[config.mk]
export PLATFORM = sky130hd
export DESIGN_NAME = sc_core_oz_wb
export DESIGN_NICKNAME = d
export VERILOG_FILES = /design/src/rtl/sc_core_oz_wb.sv
export SDC_FILE = /design/constraint.sdc
export NUM_CORES = 1
export LEC_CHECK = 0
export CORE_UTILIZATION = 56
export CTS_CLUSTER_SIZE = 16
export DETAILED_ROUTE_END_ITERATION = 12
export DONT_BUFFER_PORTS = 1
export GPL_TIMING_DRIVEN = 1
export PLACE_DENSITY = 0.71
export SYNTH_ARGS = -nofsm -noshare
export SYNTH_HDL_FRONTEND = slang
export SYNTH_SLANG_ARGS = --single-unit
[constraint.sdc]
create_clock -name clk -period 4.4 [get_ports clk]
set_input_delay 0.88 -clock clk [delete_from_list [all_inputs] [get_ports clk]]
set_output_delay 0.88 -clock clk [all_outputs]
set_load 0.1 [all_outputs]
[src/rtl/sc_core_oz_wb.sv]
// Write-back stage: selects ALU / PC+4 / aligned load data and drives the register-file write port.
// Loads park the FSM in WAIT_LOAD (wb_ready low) until a response or timeout; all outputs are registered.
module sc_core_oz_wb #(
  parameter int unsigned LOAD_TIMEOUT = 255
) (
  input  logic        clk,
  input  logic        rst,
  input  logic        ex_valid,
  input  logic        ex_reg_wr_en,
  input  logic [1:0]  ex_wb_sel,
  input  logic [4:0]  ex_rd_addr,
  input  logic [31:0] ex_alu_result,
  input  logic [31:0] ex_pc_plus4,
  input  logic [2:0]  ex_funct3,
  input  logic        dmem_rsp_valid,
  input  logic [31:0] dmem_rsp_data,
  output logic        wb_ready,
  output logic        rd_reg_wr_en,
  output logic [4:0]  rd_reg_address,
  output logic [31:0] rd_reg_data,
  output logic        err_misaligned,
  output logic        err_timeout,
  output logic        err_spurious,
  output logic [31:0] retire_cnt
);

  typedef enum logic {S_IDLE = 1'b0, S_WAIT_LOAD = 1'b1} state_t;

  localparam logic [1:0] SEL_ALU  = 2'b00;
  localparam logic [1:0] SEL_LOAD = 2'b01;
  localparam logic [1:0] SEL_PC4  = 2'b10;

  state_t      state_q, state_d;
  logic [31:0] tmo_cnt_q, tmo_cnt_d;
  logic [4:0]  ld_rd_q, ld_rd_d;
  logic        ld_we_q, ld_we_d;
  logic [2:0]  ld_f3_q, ld_f3_d;
  logic [1:0]  ld_lo_q, ld_lo_d;
  logic        wr_en_q, wr_en_d;
  logic [4:0]  wr_addr_q, wr_addr_d;
  logic [31:0] wr_data_q, wr_data_d;
  logic        err_mis_q, err_mis_d;
  logic        err_tmo_q, err_tmo_d;
  logic        err_spur_q, err_spur_d;
  logic [31:0] retire_cnt_q, retire_cnt_d;

  logic [31:0] ld_shifted;
  logic [31:0] ld_value;
  logic        ld_legal;
  logic        accept;

  assign wb_ready = (state_q == S_IDLE);
  assign accept   = ex_valid && wb_ready;

  // Shift the addressed byte/halfword down to bit 0, then extend per funct3.
  always_comb begin
    ld_shifted = dmem_rsp_data >> {ld_lo_q, 3'b000};
    ld_value   = ld_shifted;
    ld_legal   = 1'b0;
    case (ld_f3_q)
      3'b000: begin ld_legal = 1'b1;            ld_value = {{24{ld_shifted[7]}}, ld_shifted[7:0]};   end
      3'b100: begin ld_legal = 1'b1;            ld_value = {24'd0, ld_shifted[7:0]};                 end
      3'b001: begin ld_legal = !ld_lo_q[0];     ld_value = {{16{ld_shifted[15]}}, ld_shifted[15:0]}; end
      3'b101: begin ld_legal = !ld_lo_q[0];     ld_value = {16'd0, ld_shifted[15:0]};                end
      3'b010: begin ld_legal = (ld_lo_q == 2'b00); ld_value = ld_shifted;                            end
      default: begin ld_legal = 1'b0;           ld_value = ld_shifted;                               end
    endcase
  end

  always_comb begin
    state_d    = state_q;
    tmo_cnt_d  = tmo_cnt_q;
    ld_rd_d    = ld_rd_q;
    ld_we_d    = ld_we_q;
    ld_f3_d    = ld_f3_q;
    ld_lo_d    = ld_lo_q;
    wr_en_d    = 1'b0;
    wr_addr_d  = wr_addr_q;
    wr_data_d  = wr_data_q;
    err_mis_d  = 1'b0;
    err_tmo_d  = 1'b0;
    err_spur_d = 1'b0;
    case (state_q)
      S_IDLE: begin
        err_spur_d = dmem_rsp_valid;
        if (accept) begin
          case (ex_wb_sel)
            SEL_ALU, SEL_PC4: begin
              if (ex_reg_wr_en && (ex_rd_addr != 5'd0)) begin
                wr_en_d   = 1'b1;
                wr_addr_d = ex_rd_addr;
                wr_data_d = (ex_wb_sel == SEL_ALU) ? ex_alu_result : ex_pc_plus4;
              end
            end
            SEL_LOAD: begin
              // Entered even for rd=0 / no write so the response is still consumed.
              ld_rd_d   = ex_rd_addr;
              ld_we_d   = ex_reg_wr_en;
              ld_f3_d   = ex_funct3;
              ld_lo_d   = ex_alu_result[1:0];
              tmo_cnt_d = 32'd0;
              state_d   = S_WAIT_LOAD;
            end
            default: ;
          endcase
        end
      end
      S_WAIT_LOAD: begin
        if (dmem_rsp_valid) begin
          state_d = S_IDLE;
          if (!ld_legal) begin
            err_mis_d = 1'b1;
          end else if (ld_we_q && (ld_rd_q != 5'd0)) begin
            wr_en_d   = 1'b1;
            wr_addr_d = ld_rd_q;
            wr_data_d = ld_value;
          end
        end else begin
          tmo_cnt_d = tmo_cnt_q + 32'd1;
          if ((LOAD_TIMEOUT != 0) && (tmo_cnt_d == 32'(LOAD_TIMEOUT))) begin
            err_tmo_d = 1'b1;
            state_d   = S_IDLE;
          end
        end
      end
      default: state_d = S_IDLE;
    endcase
    retire_cnt_d = retire_cnt_q + {31'd0, wr_en_d};
  end

  always_ff @(posedge clk or negedge rst) begin
    if (!rst) begin
      state_q      <= S_IDLE;
      tmo_cnt_q    <= 32'd0;
      ld_rd_q      <= 5'd0;
      ld_we_q      <= 1'b0;
      ld_f3_q      <= 3'd0;
      ld_lo_q      <= 2'd0;
      wr_en_q      <= 1'b0;
      wr_addr_q    <= 5'd0;
      wr_data_q    <= 32'd0;
      err_mis_q    <= 1'b0;
      err_tmo_q    <= 1'b0;
      err_spur_q   <= 1'b0;
      retire_cnt_q <= 32'd0;
    end else begin
      state_q      <= state_d;
      tmo_cnt_q    <= tmo_cnt_d;
      ld_rd_q      <= ld_rd_d;
      ld_we_q      <= ld_we_d;
      ld_f3_q      <= ld_f3_d;
      ld_lo_q      <= ld_lo_d;
      wr_en_q      <= wr_en_d;
      wr_addr_q    <= wr_addr_d;
      wr_data_q    <= wr_data_d;
      err_mis_q    <= err_mis_d;
      err_tmo_q    <= err_tmo_d;
      err_spur_q   <= err_spur_d;
      retire_cnt_q <= retire_cnt_d;
    end
  end

  assign rd_reg_wr_en   = wr_en_q;
  assign rd_reg_address = wr_addr_q;
  assign rd_reg_data    = wr_data_q;
  assign err_misaligned = err_mis_q;
  assign err_timeout    = err_tmo_q;
  assign err_spurious   = err_spur_q;
  assign retire_cnt     = retire_cnt_q;

endmodule

==> flow_summary_export.csv, run 1 <==
group,metric,value,unit
route,num_vias,6065,
critical_path,cp.required,4.67,ns
clock_tree,clk_latency,0.42,ns
cells_and_area,layout-drive-gt1-share,0.139,
sta,min_period_over_period,0.846,
floorplan,core_area,0.0121,mm²
synth,synth_area,0.00697,mm²
job,max_cap_viol_count,0,
synth,synth-edff-count,0,
floorplan,io_pins,185,
sta,grt_setup_unrepaired,"false",
sta,finalSetupViolations,0,
status,status,"finished, final reports clean",
cells_and_area,finalCoreUtilization,0.636,
floorplan,die_h,114,µm
grt,grt_usage,0.298,
synth,synth_fp_nets,901,
place,gp_congestion,0.904,
place,place_area,0.00708,mm²
sta,fin_skew,0.00556,ns
route,routedWlPerCell,19.8,µm
sta,max_slew.worst_pin.slew,1.04,ns
critical_path,cp_max_fo,28,
power_and_ir_drop,p_leak,3.12,nW
sta,maxSlewHeadroom,0.304,
cells_and_area,nets,880,
route,drt_wl_total,18800,µm
cells_and_area,final_area,0.00767,mm²
sta,max_freq,269,MHz
clock_tree,numCtsBuffers,17,
sta,finalSetupTns,0,ns
place,dp_hpwl,13200,µm
grt,grt_pass1_vias,5637,
sta,hold_viol_final,0,
route,route.detailed.drc,0,
synth,ys_seq_area_frac,0.420,
cells_and_area,syn_to_final_growth,10.1,%
critical_path,end_kind,"flip-flop",
floorplan,die_x,114,µm
clock_tree,cts.clk_slew.worst_paths,0.06,ns
synth,synth_warnings,0,
clock_tree,postCtsSetupBuffers,0,
sta,period_needed,3.72,ns
critical_path,setup.worst_path.start_class,"flip-flop",
route,drt_iter0_drc,500,
cells_and_area,seq_area,0.00293,mm²
grt,overflow,0,
floorplan,std_cell_rows,40,
floorplan,dieArea,0.0129,mm²
synth,syn-instance-count,786,
clock_tree,ctsResizeCount,0,
clock_tree,cts_tree,"done",
cells_and_area,n_fill_cell,999,
critical_path,critPathKind,"flip-flop to flip-flop",
cells_and_area,multi_input_area,0.00374,mm²
synth,synth_area_per_cell,8.86,µm²
grt,grt_pass1_wl,29800,µm
synth,async_flop_share,1.00,
synth,yosys_register_bits,117,
synth,yosys_most_used_dff,"dfrtp_1",
route,antenna_left,0,
floorplan,start_util,0.577,
power_and_ir_drop,peakVddDrop,0.383,mV
sta,drv_slew,0,
place,io_buffers,0,
power_and_ir_drop,cellPowerDensity,576,mW/mm²
grt,grt_max_degree,118,
critical_path,worstPathArrival,3.99,ns
clock_tree,clock-root-buffer,"clkbuf_16",
clock_tree,cts_hold_buf,0,
sta,whs,0.146,ns
worst_hold_path,hold_path_class,"input pin to async pin",
synth,synth_cell_type_count,67,
route,drt-pass1-iter-count,5,
route,viasPerCell,6.40,
critical_path,r2r_cells,13,
grt,grt_antenna_before_repair,3,
clock_tree,cts_max_level,4,
clock_tree,clock_path_buffers,2,
clock_tree,cts_sinks,117,
==> cells by family (layout without fill, tap and decap cells) <==
kind of cell               after synthesis  in the layout  synth area share
adders and majority gates                4              4           0.00719
xor gates and xnor gates                32             32            0.0402
and+or+nand+nor                        277            277             0.197
AOI/OAI and AO/OA                      216            216             0.184
buffers and inverters                   72             64            0.0458
muxes                                   68             68             0.106
other                                    0              2                 0
DFF                                    117            117             0.420
==> worst paths after layout <==
| kind | start | slack, ns | end |
|---|---|---|---|
| max | ld_lo_q[1]$_DFFE_PN0P_ | 0.68 | retire_cnt[31]$_DFF_PN0_ |
| min | rst | 0.15 | rd_reg_address[3]$_DFFE_PN0P_ |
| max reg2reg | ld_lo_q[1]$_DFFE_PN0P_ | 0.68 | retire_cnt[31]$_DFF_PN0_ |
| min reg2reg | retire_cnt[0]$_DFF_PN0_ | 0.51 | retire_cnt[0]$_DFF_PN0_ |
| max in group asynchronous | rst | 4.04 | tmo_cnt_q[16]$_DFFE_PN0P_ |
| min in group clk | retire_cnt[0]$_DFF_PN0_ | 0.51 | retire_cnt[0]$_DFF_PN0_ |
==> cell type report <==
type	count	area share
Timing Repair Buffer	23	0.0225
Clock buffer	21	0.0600
Tap cell	168	0.0274
Sequential cell	117	0.382
Inverter	9	0.00440
Multi-Input combinational cell	597	0.487
Clock inverter	11	0.0165
Antenna cell	2	0.000652
==> critical path, stage by stage, from the launching register on <==
cell	delay, ns
dfrtp_1	0.36
buf_4	0.21
or3_1	0.38
a21oi_1	0.15
nor2_1	0.08
o21a_1	0.24
inv_2	0.34
ha_1	0.29
nand2_1	0.07
nor2_1	0.29
nand4_1	0.27
nor3_1	0.52
nand3_1	0.17
xnor2_1	0.18
==> placed cells by master (no fill, tap or decap), drive strengths merged, types with 24 or more instances in the layout <==
master    n
o21ai   119
dfrtp   117
nand2   112
nor2     47
mux2     44
a21oi    38
nand3    24
mux2i    24
==> layer usage <==
metal  wire, µm  track usage  share of wire
met5         13            0        0.00069
met3       1510       0.0919          0.080
met4        571        0.124          0.030
met1       7650        0.374           0.41
met2       9030        0.479           0.48
==> metrics by stage <==
step | instances | setup slack [ns] | power (mW)
after floorplan | 786 | 1.03 | 2.88
after global placement | 914 | 0.807 | 3.03
after detailed placement | 914 | 0.704 | 3.06
after CTS | 946 | 0.721 | 4.44
after global routing | 948 | 0.350 | 4.57
final | 948 | 0.680 | 4.42
==> where the power goes <==
group / switching (mW) / leakage, nW / internal (mW)
Combinational: 0.436 / 1.31 / 0.252
Clock: 0.517 / 0.281 / 0.864
Sequential: 1.12 / 1.53 / 1.23
Total: 2.07 / 3.12 / 2.35
==> synthesized netlist by cell type (5+ instances only) <==
| cell | count | share of area |
|---|---|---|
| mux2_2 | 43 | 0.070 |
| and3_1 | 15 | 0.013 |
| nor2_1 | 47 | 0.025 |
| o21ai_0 | 119 | 0.086 |
| buf_1 | 5 | 0.0027 |
| xor2_1 | 9 | 0.011 |
| nor3_1 | 6 | 0.0043 |
| a32oi_1 | 16 | 0.020 |
| inv_1 | 7 | 0.0038 |
| dfrtp_1 | 117 | 0.42 |
| and4_1 | 6 | 0.0075 |
| xnor2_1 | 23 | 0.029 |
| buf_2 | 13 | 0.0093 |
| nand2_1 | 112 | 0.060 |
| nor4_1 | 6 | 0.0054 |
| nand4_1 | 21 | 0.019 |
| nand3_1 | 24 | 0.017 |
| o31ai_1 | 8 | 0.0086 |
| or4_1 | 7 | 0.0075 |
| mux2i_1 | 24 | 0.034 |
| a21oi_1 | 38 | 0.027 |
| clkbuf_1 | 37 | 0.020 |
| nor2b_1 | 6 | 0.0054 |
| a31oi_1 | 8 | 0.0072 |
==> registers in the layout, indices dropped and copies added, names as in the netlist, 2 cells and up <==
signal / count
rd_reg_address: 5
ld_lo_q: 2
ld_rd_q: 5
ld_f3_q: 3
rd_reg_data: 32
retire_cnt: 32
tmo_cnt_q: 32
Power figures use the tool's default switching activity.
==> inputs of run 2 (changes only) <==
- clock period: 4.4 -> 3.86 ns (I/O delays scaled with it)
==> run 2 against run 1 <==
  * Critical path depth grew 1
  * Clock skew grew 0.0076 ns
  * Sequential share of layout area shrank 0.74 points
  * Sequential power grew 14%
  * Critical endpoint is now retire_cnt[26]$_DFF_PN0_
  * Largest cell class unchanged
  * Largest power group unchanged
==> flow_summary_export.csv, run 2 (synthesis gave the netlist of run 1 again) <==
group,metric,value,unit
route,routedWlPerCell,19.8,µm
clock_tree,cts_hold_buf,0,
sta,finalSetupTns,0,ns
critical_path,cp_max_fo,20,
clock_tree,cts_sinks,117,
place,place_area,0.00716,mm²
sta,drv_slew,0,
critical_path,reg2reg_slack,0.31,ns
grt,grt_usage,0.306,
floorplan,die_x,114,µm
critical_path,r2r_cells,14,
critical_path,critPathKind,"flip-flop to flip-flop",
cells_and_area,final_cell_mix,"119 x o21ai_0, 117 x dfrtp_1, 112 x nand2_1",
sta,min_period_over_period,0.919,
power_and_ir_drop,p_leak,3.21,nW
power_and_ir_drop,peakVddDrop,0.437,mV
grt,grt_antenna_before_repair,3,
route,drt_wl_total,18900,µm
cells_and_area,layout-drive-gt1-share,0.150,
route,drt_iter0_drc,554,
place,dpl.cell_count,924,
cells_and_area,finalCoreUtilization,0.649,
clock_tree,clock-root-buffer,"clkbuf_16",
route,route.detailed.drc,0,
place,dp_hpwl,13400,µm
critical_path,setup.worst_path.start_class,"flip-flop",
route,viasPerCell,6.35,
critical_path,r2r_end,"retire_cnt[26]$_DFF_PN0_",
grt,grt_max_degree,118,
sta,period_needed,3.55,ns
sta,finalSetupViolations,0,
floorplan,core_area,0.0121,mm²
critical_path,cp_top_family,"simple AND/OR/NAND/NOR gates",
route,antenna_left,0,
clock_tree,clk_latency,0.43,ns
grt,overflow,0,
critical_path,worstPathArrival,3.82,ns
sta,max_slew.worst_pin.slew,1.02,ns
cells_and_area,nets,890,
power_and_ir_drop,cellPowerDensity,669,mW/mm²
cells_and_area,syn_to_final_growth,12.3,%
place,io_buffers,0,
sta,hold_viol_final,0,
place,gp_congestion,0.910,
critical_path,timing.rr.start,"ld_f3_q[0]$_DFFE_PN0P_",
worst_hold_path,hold_path_class,"input pin to async pin",
job,max_cap_viol_count,0,
route,num_vias,6083,
cells_and_area,n_fill_cell,967,
critical_path,worst_path_max_delay_cell,"dfrtp_1",
clock_tree,cts_tree,"done",
clock_tree,numCtsBuffers,17,
critical_path,crit_top_cell,"nor2_1",
floorplan,std_cell_rows,40,
sta,grt_setup_unrepaired,"false",
floorplan,dieArea,0.0129,mm²
sta,max_freq,282,MHz
critical_path,timing.critical_path.buf_inv,2,
clock_tree,cts.clk_slew.worst_paths,0.06,ns
floorplan,die_h,114,µm
cells_and_area,final_area,0.00783,mm²
clock_tree,clock_path_buffers,2,
sta,fin_skew,0.0132,ns
critical_path,critPathMaxStageDelay,0.42,ns
cells_and_area,stdcell_count,958,
critical_path,cp.required,4.14,ns
route,drt-pass1-iter-count,7,
status,status,"finished, final reports clean",
critical_path,end_kind,"flip-flop",
grt,grt_pass1_wl,30400,µm
critical_path,crit_path_cell_trace,"or3_1 -> a21oi_1 -> nor2_1 -> o21a_1 -> inv_2 -> ha_1 -> ha_1 -> inv_1 -> nor2_1 -> and4_1 -> nand2b_1 -> nor2_1 -> nand2_1 -> xnor2_1",
floorplan,io_pins,185,
grt,grt_pass1_vias,5765,
sta,maxSlewHeadroom,0.321,
floorplan,start_util,0.577,
cells_and_area,mostFrequentLayoutCell,"o21ai_0",
clock_tree,cts_max_level,4,
## run 2: worst max-delay path by stage
stage,from,slack [ns],cells past startpoint,end
final,ld_f3_q[0]$_DFFE_PN0P_,0.31,14,retire_cnt[26]$_DFF_PN0_
after CTS,ld_f3_q[0]$_DFFE_PN0P_,0.31,14,retire_cnt[26]$_DFF_PN0_
after global placement,ex_wb_sel[0],0.37,13,retire_cnt[26]$_DFF_PN0_
after detailed placement,ex_wb_sel[0],0.26,13,retire_cnt[26]$_DFF_PN0_
after floorplan,ld_lo_q[1]$_DFFE_PN0P_,0.55,14,retire_cnt[27]$_DFF_PN0_
after global routing,state_q$_DFF_PN0_,0.02,13,retire_cnt[26]$_DFF_PN0_
## run 2: metrics by stage
step | power [mW] | hold WS (ns) | setup slack (ns)
floorplan | 3.28 | 0.476 | 0.545
global placement | 3.46 | 0.478 | 0.374
detailed placement | 3.49 | 0.478 | 0.256
CTS | 5.25 | 0.0250 | 0.312
global route | 5.41 | 0.0222 | 0.0215
finish | 5.24 | 0.0296 | 0.314
## run 2: where the power goes
part	switching (mW)	internal (mW)	total [mW]	leakage (nW)
sequential	1.28	1.41	2.69	1.53
combinational	0.495	0.287	0.782	1.36
clock	0.585	1.19	1.77	0.317
total	2.36	2.88	5.24	3.21
## run 2: layer usage
layer / vias up / wire (µm) / global-route usage
met2: 278 / 9150 / 0.496
met5: - / 15 / 0
met3: 44 / 1710 / 0.0887
li1: 2830 / - / -
met1: 2929 / 7570 / 0.380
met4: 2 / 486 / 0.137
## run 2: area by class of cell
class                      count  area [µm²]  area share
antenna                        2        5.00    0.000640
clock buffer                  22         464      0.0593
clock inverter                10         195      0.0249
inverter                       9        33.8     0.00432
multi-input combinational    597        3740       0.478
sequential                   117        2930       0.374
tap                          168         210      0.0269
timing repair buffer          33         248      0.0317
## run 2: repair_timing
action                                  in CTS  in global routing
endpoints found under the setup margin       0                  1
gates resized for setup                      0                  1
setup buffers                                0                  0
==> inputs of run 3 (changes only) <==
- clock period: 3.86 -> 3.7 ns (I/O delays scaled with it)
==> run 3 against run 2 <==
  * Combinational power up 5.5%
  * Count of clock-buffer cells in the layout unchanged
  * Core utilization up 0.083 points
  * Sequential power up 4%
  * Worst hold slack worse by 0.0081 ns
  * First-iteration DRC count down 15%
  * Fmax up 2.1%
  * Clock skew down 0.0072 ns
  * Die area unchanged
  * Non-clock buffer count up 4
  * Via count up 0.31%
  * Critical path type unchanged
  * Largest power group unchanged
==> flow_summary_export.csv, run 3 (synthesis gave the netlist of run 1 again) <==
group,metric,value,unit
status,status,"finished, final reports clean",
sta,drv_slew,0,
power_and_ir_drop,cellPowerDensity,690,mW/mm²
floorplan,dieArea,0.0129,mm²
sta,fin_skew,0.00602,ns
route,viasPerCell,6.36,
floorplan,std_cell_rows,40,
grt,grt_pass1_vias,5787,
critical_path,end_kind,"flip-flop",
power_and_ir_drop,p_leak,3.23,nW
critical_path,crit_top_cell,"nor2_1",
job,max_cap_viol_count,0,
grt,grt_usage,0.301,
place,io_buffers,0,
power_and_ir_drop,totalPowerFinal,5.41,mW
clock_tree,postCtsSetupBuffers,0,
critical_path,worstPathArrival,3.73,ns
grt,grt_max_degree,118,
sta,finalSetupTns,0,ns
critical_path,critPathKind,"flip-flop to flip-flop",
grt,grt_antenna_before_repair,1,
critical_path,critPathMaxStageDelay,0.43,ns
worst_hold_path,hold_path_class,"input pin to async pin",
floorplan,die_h,114,µm
critical_path,reg2reg_slack,0.23,ns
critical_path,setup.worst_path.start_class,"flip-flop",
floorplan,die_x,114,µm
clock_tree,clock-root-buffer,"clkbuf_16",
cells_and_area,layout-drive-gt1-share,0.155,
floorplan,start_util,0.577,
cells_and_area,final_cell_mix,"119 x o21ai_0, 117 x dfrtp_1, 112 x nand2_1",
floorplan,core_area,0.0121,mm²
critical_path,cp.required,3.95,ns
grt,grt_pass1_wl,30200,µm
clock_tree,clk_latency,0.41,ns
route,num_vias,6102,
sta,hold_viol_final,0,
clock_tree,cts.clk_slew.worst_paths,0.06,ns
sta,maxSlewHeadroom,0.312,
critical_path,cp_max_fo,20,
cells_and_area,antenna_cells,0,
route,route.detailed.drc,0,
place,dp_hpwl,13600,µm
clock_tree,cts_max_level,4,
place,gp_congestion,0.907,
power_and_ir_drop,peakVddDrop,0.461,mV
critical_path,crit_path_cell_trace,"or3_1 -> a21oi_1 -> nor2_1 -> o21a_1 -> inv_2 -> ha_1 -> ha_1 -> inv_1 -> nor2_1 -> and4_1 -> nand2b_1 -> nor2_1 -> nand2_1 -> xnor2_1",
cells_and_area,nets,894,
critical_path,worst_path_max_delay_cell,"dfrtp_1",
grt,overflow,0,
route,antenna_left,0,
sta,layout_setup_ws,0.227,ns
route,drt-pass1-iter-count,5,
sta,period_needed,3.47,ns
cells_and_area,syn_to_final_growth,12.5,%
place,place_area,0.00719,mm²
sta,max_freq,288,MHz
clock_tree,numCtsBuffers,17,
sta,finalSetupViolations,0,
route,drt_wl_total,19000,µm
floorplan,io_pins,185,
route,routedWlPerCell,19.8,µm
cells_and_area,mostFrequentLayoutCell,"o21ai_0",
clock_tree,cts_tree,"done",
sta,max_slew.worst_pin.slew,1.03,ns
clock_tree,cts_sinks,117,
cells_and_area,finalCoreUtilization,0.650,
place,preCtsSetupSlack,0.142,ns
sta,min_period_over_period,0.939,
clock_tree,clock_path_buffers,2,
cells_and_area,final_area,0.00784,mm²
sta,grt_setup_unrepaired,"false",
route,drt_iter0_drc,469,
## run 3: critical path: cells and delay by family, from the launching register on
family | cells | cell delay (ns)
compound gates | 2 | 0.36
xor+xnor | 1 | 0.13
fa+ha+maj | 2 | 0.50
buf+inv | 2 | 0.41
flops | 1 | 0.43
simple gates | 7 | 1.48
## run 3: area by class of cell
type	count	area, µm²
Clock buffer	22	474
Clock inverter	10	170
Fill cell	982	4230
Inverter	9	33.8
Multi-Input combinational cell	597	3740
Sequential cell	117	2930
Tap cell	168	210
Timing Repair Buffer	37	278
## run 3: what timing repair did
action / in CTS / in global routing
setup endpoints to repair: 0 / 3
hold buffers: 0 / 0
gates resized for setup: 0 / 1
## run 3: worst paths after layout
| path | startpoint | to | cells after the start |
|---|---|---|---|
| worst min register to register | retire_cnt[0]$_DFF_PN0_ | retire_cnt[0]$_DFF_PN0_ | 1 |
| worst max-delay path | ld_f3_q[0]$_DFFE_PN0P_ | retire_cnt[30]$_DFF_PN0_ | 14 |
| max in group asynchronous | rst | retire_cnt[15]$_DFF_PN0_ | 0 |
| worst min-delay path | rst | rd_reg_address[4]$_DFFE_PN0P_ | 0 |
| min in group clk | ex_funct3[2] | ld_f3_q[2]$_DFFE_PN0P_ | 1 |
| worst max register to register | ld_f3_q[0]$_DFFE_PN0P_ | retire_cnt[30]$_DFF_PN0_ | 14 |
## run 3: per-stage QoR
step	hold slack, ns	instances
3_5_place_dp	0.446	928
3_3_place_gp	0.446	928
6_report	0.0214	960
4_1_cts	0.00992	960
5_1_grt	0.00875	960
2_1_floorplan	0.444	786
## run 3: metal layers
| metal | up-vias | GRT usage | wire [µm] |
|---|---|---|---|
| met4 | 2 | 0.135 | 562 |
| met3 | 48 | 0.0765 | 1420 |
| met1 | 2965 | 0.377 | 7840 |
| li1 | 2842 | - | - |
| met5 | - | 0 | 14 |
| met2 | 245 | 0.491 | 9190 |
## run 3: report_power, final
| part | switching, mW | internal (mW) | total (mW) |
|---|---|---|---|
| Combinational | 0.522 | 0.303 | 0.825 |
| Clock | 0.594 | 1.19 | 1.78 |
| Sequential | 1.34 | 1.47 | 2.80 |
| Total | 2.45 | 2.96 | 5.41 |
